$ cat src/rtl/trans_if.sv
// trans_if: byte-in / word-out bundle of the transaction source.
//
// Handshakes:
//   Byte side: a byte moves on a rising clk edge where byte_valid_i and
//   byte_ready_o are both 1. The driver may raise byte_valid_i at any time
//   and hold it while byte_ready_o is low; nothing is taken in that case.
//   Word side: valid_o rises with a new data_o and both stay unchanged until
//   an edge where ack_i is 1. That edge retires the word. ack_i is a
//   one-cycle pulse. An ack_i seen while valid_o is low has no effect.
//
// Signals:
//   byte_i[7:0]     stream byte; the first byte of a word lands in bits [127:120]
//   byte_valid_i    byte_i is valid
//   byte_ready_o    source can take a byte this cycle
//   block_start_i   pulse: mark the next completed word as a block start
//   data_o[127:0]   transaction word being presented
//   valid_o         data_o is valid; held until ack_i
//   ack_i           consumer has taken the presented word
//
// Modports: master is the transaction source; slave is the side that
// feeds bytes and acknowledges words.
interface trans_if;
  logic [7:0]   byte_i;
  logic         byte_valid_i;
  logic         byte_ready_o;
  logic         block_start_i;
  logic [127:0] data_o;
  logic         valid_o;
  logic         ack_i;

  modport master (
    input  byte_i, byte_valid_i, block_start_i, ack_i,
    output byte_ready_o, data_o, valid_o
  );

  modport slave (
    output byte_i, byte_valid_i, block_start_i, ack_i,
    input  byte_ready_o, data_o, valid_o
  );
endinterface

$ cat src/rtl/trans_source.sv
// trans_source: initiator side of the 128-bit transaction valid/ack link.
//
// Assembles a byte stream into 128-bit words, queues them in a DEPTH-entry
// word FIFO and presents the FIFO head on data_o/valid_o until it is acked.
// A partial word is discarded when bytes stop arriving for IDLE_TIMEOUT
// cycles. A word left unacked for ACK_TIMEOUT cycles raises a sticky error,
// but the word keeps being presented.
//
// Word layout: [127:80] sender id, [79:32] receiver id, [31:10] amount,
// [9] block start, [8:0] passthrough.
//
// Ports:
//   clk            clock
//   rst            synchronous active-high reset
//   bus            trans_if.master (byte input, word output, ack)
//   sent_count_o   words acked since reset (wraps)
//   drop_count_o   partial words discarded by idle timeout (saturates)
//   ack_err_o      sticky ack-timeout flag, cleared only by rst
//   busy_o         partial word in progress, FIFO non-empty, or valid_o high
//   state_dbg_o    output FSM state: 0 = IDLE, 1 = PRESENT
module trans_source #(
  parameter int DEPTH        = 4,
  parameter int IDLE_TIMEOUT = 1024,
  parameter int ACK_TIMEOUT  = 4096
) (
  input  logic        clk,
  input  logic        rst,
  trans_if.master     bus,
  output logic [31:0] sent_count_o,
  output logic [15:0] drop_count_o,
  output logic        ack_err_o,
  output logic        busy_o,
  output logic        state_dbg_o
);

  localparam int AW = (DEPTH > 1) ? $clog2(DEPTH) : 1;
  localparam int CW = $clog2(DEPTH + 1);
  localparam int IW = $clog2(IDLE_TIMEOUT + 1);
  localparam int KW = $clog2(ACK_TIMEOUT + 1);

  localparam logic [CW-1:0] FULL_COUNT = CW'(DEPTH);
  localparam logic [IW-1:0] IDLE_LAST  = IW'(IDLE_TIMEOUT - 1);
  localparam logic [KW-1:0] ACK_LAST   = KW'(ACK_TIMEOUT - 1);
  localparam logic [KW-1:0] ACK_MAX    = KW'(ACK_TIMEOUT);

  typedef enum logic {
    S_IDLE    = 1'b0,
    S_PRESENT = 1'b1
  } state_t;

  // ---------------------------------------------------------------------
  // State
  // ---------------------------------------------------------------------
  logic [3:0]    byte_idx_q;
  logic [127:0]  partial_q;
  logic          blk_pend_q;
  logic [IW-1:0] idle_cnt_q;

  logic [127:0]  fifo_mem [DEPTH];
  logic [AW-1:0] wr_ptr_q;
  logic [AW-1:0] rd_ptr_q;
  logic [CW-1:0] count_q;

  state_t        state_q;
  state_t        state_d;
  logic [127:0]  data_q;
  logic          valid_q;
  logic [KW-1:0] ack_cnt_q;
  logic [31:0]   sent_q;
  logic [15:0]   drop_q;
  logic          ack_err_q;

  // ---------------------------------------------------------------------
  // Byte side
  // ---------------------------------------------------------------------
  logic         byte_ready;
  logic         accept;
  logic         push;
  logic         idle_expire;
  logic [127:0] full_word;

  // The word FIFO entry under presentation is still counted, so a full
  // FIFO includes the word on data_o.
  assign byte_ready = (count_q != FULL_COUNT);
  assign accept     = bus.byte_valid_i && byte_ready;
  assign push       = accept && (byte_idx_q == 4'd15);

  // The timer counts idle edges since the last accepted byte; the edge on
  // which it would reach IDLE_TIMEOUT discards the partial word. A byte
  // arriving on that same edge wins and keeps the word alive.
  assign idle_expire = (byte_idx_q != 4'd0) && !accept && (idle_cnt_q == IDLE_LAST);

  // Bytes are shifted in from the bottom, so after 16 accepts byte k sits
  // at [127-8k -: 8]. A block-start pulse on the completing cycle counts.
  always_comb begin
    full_word    = {partial_q[119:0], bus.byte_i};
    full_word[9] = full_word[9] | blk_pend_q | bus.block_start_i;
  end

  always_ff @(posedge clk) begin
    if (rst) begin
      byte_idx_q <= '0;
      partial_q  <= '0;
      blk_pend_q <= 1'b0;
      idle_cnt_q <= '0;
      drop_q     <= '0;
    end else begin
      if (accept) begin
        // byte_idx_q wraps from 15 back to 0 on the completing byte.
        byte_idx_q <= byte_idx_q + 4'd1;
        partial_q  <= push ? '0 : {partial_q[119:0], bus.byte_i};
        idle_cnt_q <= '0;
      end else if (idle_expire) begin
        byte_idx_q <= '0;
        partial_q  <= '0;
        idle_cnt_q <= '0;
        if (drop_q != 16'hFFFF) begin
          drop_q <= drop_q + 16'd1;
        end
      end else if (byte_idx_q != 4'd0) begin
        idle_cnt_q <= idle_cnt_q + IW'(1);
      end else begin
        idle_cnt_q <= '0;
      end

      // The pending flag is consumed only by a completed word; a discard
      // leaves it armed for the next word.
      if (push) begin
        blk_pend_q <= 1'b0;
      end else if (bus.block_start_i) begin
        blk_pend_q <= 1'b1;
      end
    end
  end

  // ---------------------------------------------------------------------
  // Word FIFO
  // ---------------------------------------------------------------------
  logic load;
  logic pop;

  always_ff @(posedge clk) begin
    if (push) begin
      fifo_mem[wr_ptr_q] <= full_word;
    end
  end

  // Push and pop together leave the count unchanged, including when full.
  always_ff @(posedge clk) begin
    if (rst) begin
      wr_ptr_q <= '0;
      rd_ptr_q <= '0;
      count_q  <= '0;
    end else begin
      if (push) begin
        wr_ptr_q <= wr_ptr_q + AW'(1);
      end
      if (pop) begin
        rd_ptr_q <= rd_ptr_q + AW'(1);
      end
      case ({push, pop})
        2'b10:   count_q <= count_q + CW'(1);
        2'b01:   count_q <= count_q - CW'(1);
        default: count_q <= count_q;
      endcase
    end
  end

  // ---------------------------------------------------------------------
  // Output FSM
  // ---------------------------------------------------------------------
  always_ff @(posedge clk) begin
    if (rst) begin
      state_q <= S_IDLE;
    end else begin
      state_q <= state_d;
    end
  end

  // The head stays in the FIFO while presented and is popped on ack, so
  // a word can never leave without an ack.
  always_comb begin
    state_d = state_q;
    load    = 1'b0;
    pop     = 1'b0;
    case (state_q)
      S_IDLE: begin
        if (count_q != '0) begin
          load    = 1'b1;
          state_d = S_PRESENT;
        end
      end
      S_PRESENT: begin
        if (bus.ack_i) begin
          pop     = 1'b1;
          state_d = S_IDLE;
        end
      end
      default: begin
        state_d = S_IDLE;
      end
    endcase
  end

  always_ff @(posedge clk) begin
    if (rst) begin
      data_q    <= '0;
      valid_q   <= 1'b0;
      sent_q    <= '0;
      ack_cnt_q <= '0;
      ack_err_q <= 1'b0;
    end else begin
      if (load) begin
        data_q  <= fifo_mem[rd_ptr_q];
        valid_q <= 1'b1;
      end else if (pop) begin
        valid_q <= 1'b0;
      end

      if (pop) begin
        sent_q <= sent_q + 32'd1;
      end

      // Counts cycles spent presenting without an ack; saturates so the
      // flag cannot re-trigger through wrap-around.
      if ((state_q == S_PRESENT) && !pop) begin
        if (ack_cnt_q != ACK_MAX) begin
          ack_cnt_q <= ack_cnt_q + KW'(1);
        end
        if (ack_cnt_q == ACK_LAST) begin
          ack_err_q <= 1'b1;
        end
      end else begin
        ack_cnt_q <= '0;
      end
    end
  end

  // ---------------------------------------------------------------------
  // Outputs
  // ---------------------------------------------------------------------
  assign bus.byte_ready_o = byte_ready;
  assign bus.data_o       = data_q;
  assign bus.valid_o      = valid_q;

  assign sent_count_o = sent_q;
  assign drop_count_o = drop_q;
  assign ack_err_o    = ack_err_q;
  assign busy_o       = (byte_idx_q != 4'd0) || (count_q != '0) || valid_q;
  assign state_dbg_o  = (state_q == S_PRESENT);

endmodule
$ cat src/flat_wrapper.sv
// flat-port wrapper written by rule: the top's interface ports become plain ports
module trans_source_flat 
#(
  parameter int DEPTH        = 4,
  parameter int IDLE_TIMEOUT = 1024,
  parameter int ACK_TIMEOUT  = 4096
)
  (clk, rst, sent_count_o, drop_count_o, ack_err_o, busy_o, state_dbg_o, bus_byte_i, bus_byte_valid_i, bus_block_start_i, bus_ack_i, bus_byte_ready_o, bus_data_o, bus_valid_o);
  trans_if bus_i ();
  input  logic clk;
  input  logic rst;
  output logic [31:0] sent_count_o;
  output logic [15:0] drop_count_o;
  output logic ack_err_o;
  output logic busy_o;
  output logic state_dbg_o;
  input wire logic [$bits(bus_i.byte_i)-1:0] bus_byte_i;
  input wire logic [$bits(bus_i.byte_valid_i)-1:0] bus_byte_valid_i;
  input wire logic [$bits(bus_i.block_start_i)-1:0] bus_block_start_i;
  input wire logic [$bits(bus_i.ack_i)-1:0] bus_ack_i;
  output wire logic [$bits(bus_i.byte_ready_o)-1:0] bus_byte_ready_o;
  output wire logic [$bits(bus_i.data_o)-1:0] bus_data_o;
  output wire logic [$bits(bus_i.valid_o)-1:0] bus_valid_o;
  assign bus_i.byte_i = bus_byte_i;
  assign bus_i.byte_valid_i = bus_byte_valid_i;
  assign bus_i.block_start_i = bus_block_start_i;
  assign bus_i.ack_i = bus_ack_i;
  assign bus_byte_ready_o = bus_i.byte_ready_o;
  assign bus_data_o = bus_i.data_o;
  assign bus_valid_o = bus_i.valid_o;
  trans_source #(.DEPTH(DEPTH), .IDLE_TIMEOUT(IDLE_TIMEOUT), .ACK_TIMEOUT(ACK_TIMEOUT)) u_core (.clk(clk), .rst(rst), .bus(bus_i), .sent_count_o(sent_count_o), .drop_count_o(drop_count_o), .ack_err_o(ack_err_o), .busy_o(busy_o), .state_dbg_o(state_dbg_o));
endmodule
$ cat config.mk
export PLATFORM = sky130hd
export DESIGN_NAME = trans_source_flat
export DESIGN_NICKNAME = d
export VERILOG_FILES = /design/src/rtl/trans_if.sv /design/src/rtl/trans_source.sv /design/src/flat_wrapper.sv
export SDC_FILE = /design/constraint.sdc
export NUM_CORES = 1
export LEC_CHECK = 0
export ABC_AREA = 1
export BUFFER_PORTS_ARGS = -buffer_cell sky130_fd_sc_hd__buf_2
export CAP_MARGIN = 15
export CELL_PAD_IN_SITES_DETAIL_PLACEMENT = 0
export CELL_PAD_IN_SITES_GLOBAL_PLACEMENT = 1
export CORE_UTILIZATION = 52
export CTS_CLUSTER_SIZE = 8
export DETAILED_ROUTE_END_ITERATION = 8
export HOLD_SLACK_MARGIN = 0.12
export PLACE_DENSITY_LB_ADDON = 0.1
export RECOVER_POWER = 50
export SYNTH_ARGS = -nofsm -noshare
export SYNTH_HDL_FRONTEND = slang
export SYNTH_SLANG_ARGS = --single-unit
$ cat constraint.sdc
create_clock -name clk -period 13.02 [get_ports clk]
set_input_delay 2.604 -clock clk [delete_from_list [all_inputs] [get_ports clk]]
set_output_delay 2.604 -clock clk [all_outputs]
set_load 0.02 [all_outputs]
==> results of run 1 <==
-- stage by stage --
step	util (%)	std cells	power, mW
4_1_cts	60.5	4035	5.68
6_report	60.3	4037	5.63
2_1_floorplan	-	2996	2.92
5_1_grt	60.3	4035	5.79
3_5_place_dp	55.0	3817	2.94
3_3_place_gp	55.0	3817	2.94
-- area by class of cell --
cell class                 instances  area [um2]  share of cell area (%)
sequential                       847       22100                    60.7
multi-input combinational       1866        8500                    23.4
antenna                            2        5.00                  0.0138
timing repair buffer             217        1060                    2.93
clock inverter                     5        58.8                   0.162
inverter                         105         402                    1.10
tap                              782         978                    2.69
clock buffer                     213        3290                    9.04
-- routing by layer --
layer,vias up,GRT usage (%),wire (um)
li1,10700,-,-
met1,10700,32.3,32900
met2,609,41.5,36700
met3,109,3.78,4240
met4,0,7.39,1510
met5,-,0,0
-- kinds of logic (layout without fill, tap and decap cells) --
kind of cell,Yosys count,after routing,synth area share (%)
AND/OR/NAND/NOR,1125,1125,14.0
adder cells (fa/ha/maj),13,13,0.535
buffers and inverters,283,540,3.85
other,0,2,0
AO/OA/AOI/OAI,711,711,11.7
flip-flops,847,847,69.4
XOR/XNOR,17,17,0.468
-- registers in the layout, summed over array words and instances, names as in the netlist --
signal,cells
u_core.ack_cnt_q,13
u_core.ack_err_o,1
u_core.blk_pend_q,1
u_core.bus.data_o,128
u_core.bus.valid_o,1
u_core.byte_idx_q,4
u_core.count_q,3
u_core.drop_count_o,16
u_core.fifo_mem,512
u_core.idle_cnt_q,11
u_core.partial_q,120
u_core.rd_ptr_q,2
u_core.sent_count_o,32
u_core.state_dbg_o,1
u_core.wr_ptr_q,2
-- where the power goes --
part | internal, mW | total, mW | switching, mW
Clock | 1.67 | 2.75 | 1.07
Combinational | 0.0102 | 0.0536 | 0.0434
Sequential | 2.82 | 2.83 | 0.00565
-- path summary, 6_finish.rpt --
kind                                           start                    end
worst max-delay path              u_core.rd_ptr_q[1]  u_core.bus.data_o[14]
worst min-delay path            u_core.idle_cnt_q[0]   u_core.idle_cnt_q[0]
worst max register to register    u_core.rd_ptr_q[1]  u_core.bus.data_o[14]
worst min register to register  u_core.idle_cnt_q[0]   u_core.idle_cnt_q[0]
-- synthesized netlist by cell type (5+ instances only) --
| cell | count | area [um2] |
|---|---|---|
| a31oi_1 | 128 | 801 |
| nand2_1 | 379 | 1420 |
| edfxtp_1 | 512 | 15400 |
| nand4_1 | 13 | 81.3 |
| nand2_2 | 5 | 31.3 |
| nor2_1 | 637 | 2390 |
| xor2_1 | 13 | 114 |
| nor3_1 | 16 | 80.1 |
| nor2_2 | 5 | 31.3 |
| inv_2 | 8 | 30.0 |
| buf_6 | 8 | 90.1 |
| clkbuf_1 | 108 | 405 |
| a21oi_1 | 164 | 821 |
| buf_2 | 55 | 275 |
| ha_1 | 12 | 150 |
| o21ai_1 | 46 | 230 |
| dfxtp_1 | 335 | 6710 |
| o21ai_0 | 370 | 1850 |
| inv_1 | 96 | 360 |
| nand3_1 | 56 | 280 |
-- worst max-delay path: stages (launching register included) --
cell        delay, ns
dfxtp_1          1.45
clkinvlp_2       2.89
clkbuf_1         2.09
o21ai_0          0.51
o22ai_1          0.19
nor2_1           0.13
nor2_1           0.05
==> flow_summary.toml, run 1 <==
[outcome]
status = "finished with violations"
failed_checks = "max-capacitance violations, max-slew violations"

[floorplan]
rows = 90
core_um2 = 60400
die_w_um = 249
initial_core_util_pct = 52.7
pin_count = 194
die_area_um2 = 62200
die_h_um = 249

[timing]
min_period_ns = 7.49
slew-limit-headroom_pct = -180
layout_setup_ws_ns = 5.53
max_freq_mhz = 133
setup_viol = 0
finalHoldViolCount = 0
timing.hold.ws_ns = 0.444
worstMarginPinSlew_ns = 4.20
skew_ns = 0.0181
finalSetupTns_ns = 0
fin_crit_sh_pct = 57.6
rsz0062_at_grt = "false"
timing_max_transition_violations_final = 444

[route]
final_antenna_net_count = 0
first_pass_iters = 5
vias = 22100
initialDrtViolationCount = 1638
avgRoutedWirePerCell_um = 18.7
postRouteWirelength_um = 75400
viasPerCell = 5.47
drc = 0

[global_route]
grt-ovfl-total = 0
grt.total_usage_pct = 24.4
grt_pass1_vias = 21600
grt_max_degree = 231
grt_pass1_wl_um = 120000
antenna_found_initial = 2

[finish]
most-common-layout-cells = "639 x nor2_1, 512 x edfxtp_1, 381 x nand2_1"
drive_above_1_share_pct = 9.10
syn2layout_area_growth_pct = 14.4
stdcell_area_um2 = 36400
final_common_cell = "nor2_1"
fillers = 5043
nNetsFinal = 3178

[clocking]
worstSkewPairLatency_ns = 0.66
post_cts_buffers = 0
numCtsBuffers = 115
cts_max_path_buffers = 3
path_clk_slew_ns = 0.05
cts_tree = "yes"
ctsHoldBuffers = 0
htree_num_levels = 3
cts_root_buf = "clkbuf_16"
cts.repair.resized = 0
clock_sinks = 847

[placed_design]
place_congestion = 0.805
hpwl_um = 40200
place_worst_setup_slack_ns = 6.98
placed_cell_area_um2 = 33200
portBuffers = 193

[worst_setup_path]
cp_data_arrival_time_ns = 8.02
end_kind = "flip-flop"
cp-start-kind = "flip-flop"
reg2reg_depth = 6
reg2reg_slack_ns = 5.53
crit_path_max_fanout = 70
critical_path_class = "flip-flop to flip-flop"
required_ns = 13.55

[hold_path]
hold_path.class = "flip-flop to flip-flop"
hold_depth = 1

[yosys]
netlist-cell-type-count = 37
synth_ff_type = "edfxtp_1"
syn_area_per_cell_um2 = 10.6
yosysWarnings = 0
ys_seq_area_share_pct = 69.4
synth_cells = 2996
syn_nets = 3022
synthArstFlopShare_pct = 0
ys_ff_latch = 847
synth_edf_count = 512
syn_area_um2 = 31800

[pwr]
p_leak_nw = 13.2
cellPowerDensity_nw_per_um2 = 155
ir_drop_uv = 102

[flow_run]
cap_violations = 7
(Power assumes the default switching activity.)
==> run 2, diff against run 1 <==
CORE_UTILIZATION = 48   (was 52)
clock period = 7.59 ns   (was 13.02 ns; I/O delays follow)
==> flow_summary.toml, run 2 (synthesized netlist as in run 1, its figures left out) <==
[floorplan]
die_h_um = 259
rows = 93
die_w_um = 259
core_um2 = 64900
initial_core_util_pct = 49.0
die_area_um2 = 67300
pin_count = 194

[worst_setup_path]
end_kind = "flip-flop"
reg2reg_depth = 9
required_ns = 7.94
crit_path_max_fanout = 82
rr_endpoint = "u_core.partial_q[64]"
cp_data_arrival_time_ns = 5.43
reg2reg_slack_ns = 3.14
cp-start-kind = "input port"
critical_path_class = "input port to flip-flop"
reg2reg_from = "u_core.count_q[1]"
cp-startpoint = "rst"

[timing]
rsz0062_at_grt = "false"
setup_viol = 0
skew_ns = 0.0186
finalSetupTns_ns = 0
timing_max_transition_violations_final = 217
finalHoldViolCount = 0
min_period_ns = 5.08
worstMarginPinSlew_ns = 4.43
slew-limit-headroom_pct = -195
fin_crit_sh_pct = 66.9
max_freq_mhz = 197

[hold_path]
min_to = "u_core.idle_cnt_q[0]"
hold_path.class = "flip-flop to flip-flop"
min_from = "u_core.idle_cnt_q[0]"
hold_depth = 1

[global_route]
grt_use_met3_pct = 3.61
grt-ovfl-total = 0
grt_max_degree = 185
grt_use_met1_pct = 29.7
grt_pass1_wl_um = 120000
grt_use_met2_pct = 39.1
antenna_found_initial = 2
busiest_layer = "met2"
grt.total_usage_pct = 22.9
grt_pass1_vias = 21300

[clocking]
numCtsBuffers = 115
cts_tree = "yes"
path_clk_slew_ns = 0.05
cts.repair.resized = 0
clock_sinks = 847
worstSkewPairLatency_ns = 0.66
htree_num_levels = 3
ctsHoldBuffers = 0
post_cts_buffers = 0
cts_root_buf = "clkbuf_16"
cts_max_path_buffers = 3

[pwr]
p_leak_nw = 12.9
finalPower_mw = 9.68
cellPowerDensity_nw_per_um2 = 266
ir_drop_uv = 165

[route]
first_pass_iters = 5
vias = 22000
drc = 0
viasPerCell = 5.38
postRouteWirelength_um = 77300
final_antenna_net_count = 0
initialDrtViolationCount = 1412
avgRoutedWirePerCell_um = 18.9

[placed_design]
placed_cell_area_um2 = 33300
hpwl_um = 39700
portBuffers = 193
place_congestion = 0.775

[finish]
most-common-layout-cells = "640 x nor2_1, 512 x edfxtp_1, 382 x nand2_1"
largest_reg_flops = 512
nNetsFinal = 3173
top_register = "u_core.fifo_mem"
fillers = 5627
drive_above_1_share_pct = 6.85
register_area_um2 = 22100
syn2layout_area_growth_pct = 14.5
multi_input_area_um2 = 8490
final_common_cell = "nor2_1"
stdcell_area_um2 = 36400

[flow_run]
cap_violations = 4

[outcome]
failed_checks = "max-capacitance violations, max-slew violations"
status = "finished with violations"
run 2: cell count changes in the layout (fill, tap and decap cells not counted), moves of 3 or more:
cell,before,now
buf_4,18,11
buf_2,133,62
clkbuf_1,161,222
o21ai_1,42,39
buf_12,1,6
o21ai_0,374,377
run 2: cell type report:
type,instances,area share (%)
clock inverters,4,0.148
inverters,105,1.11
multi-input cells,1866,23.3
diodes,1,0.00687
repair buffers,212,2.80
flip-flops and latches,847,60.7
clock buffers,208,9.04
well taps,855,2.94
run 2: worst max-delay path by stage:
stage                              endpoint  slack [ns]
global placement     u_core.fifo_mem[2][82]        3.46
finish               u_core.sent_count_o[0]        2.51
floorplan             u_core.fifo_mem[0][0]       -0.27
detailed placement   u_core.fifo_mem[2][80]        3.41
global route          u_core.bus.data_o[68]        2.03
CTS                 u_core.fifo_mem[2][112]        4.11
run 2: where the power goes:
group | leakage [nW] | internal (mW) | switching [mW] | total [mW]
sequential | 7.93 | 4.84 | 0.00935 | 4.85
combinational | 3.34 | 0.0173 | 0.0746 | 0.0919
clock | 1.59 | 2.88 | 1.85 | 4.73
total | 12.9 | 7.74 | 1.94 | 9.68
run 2: metal layers:
layer  vias to the layer above  part of all wire (%)
met5                         -                     0
met4                         0                   1.9
met3                        85                   5.3
met2                       563                    49
met1                     10700                    44
li1                      10700                     -
run 2: critical path, stage by stage:
cell and delay, ns:
buf_6 0.47, clkbuf_1 3.17, nor3_1 0.18
run 2: through the flow:
stage | utilization, % | hold slack [ns] | cells | setup WS, ns
floorplan | - | 0.418 | 2996 | -0.274
global placement | 51.3 | 0.426 | 3885 | 3.46
detailed placement | 51.3 | 0.441 | 3885 | 3.41
CTS | 56.4 | 0.451 | 4097 | 4.11
global route | 56.1 | 0.472 | 4097 | 2.03
finish | 56.1 | 0.442 | 4098 | 2.51
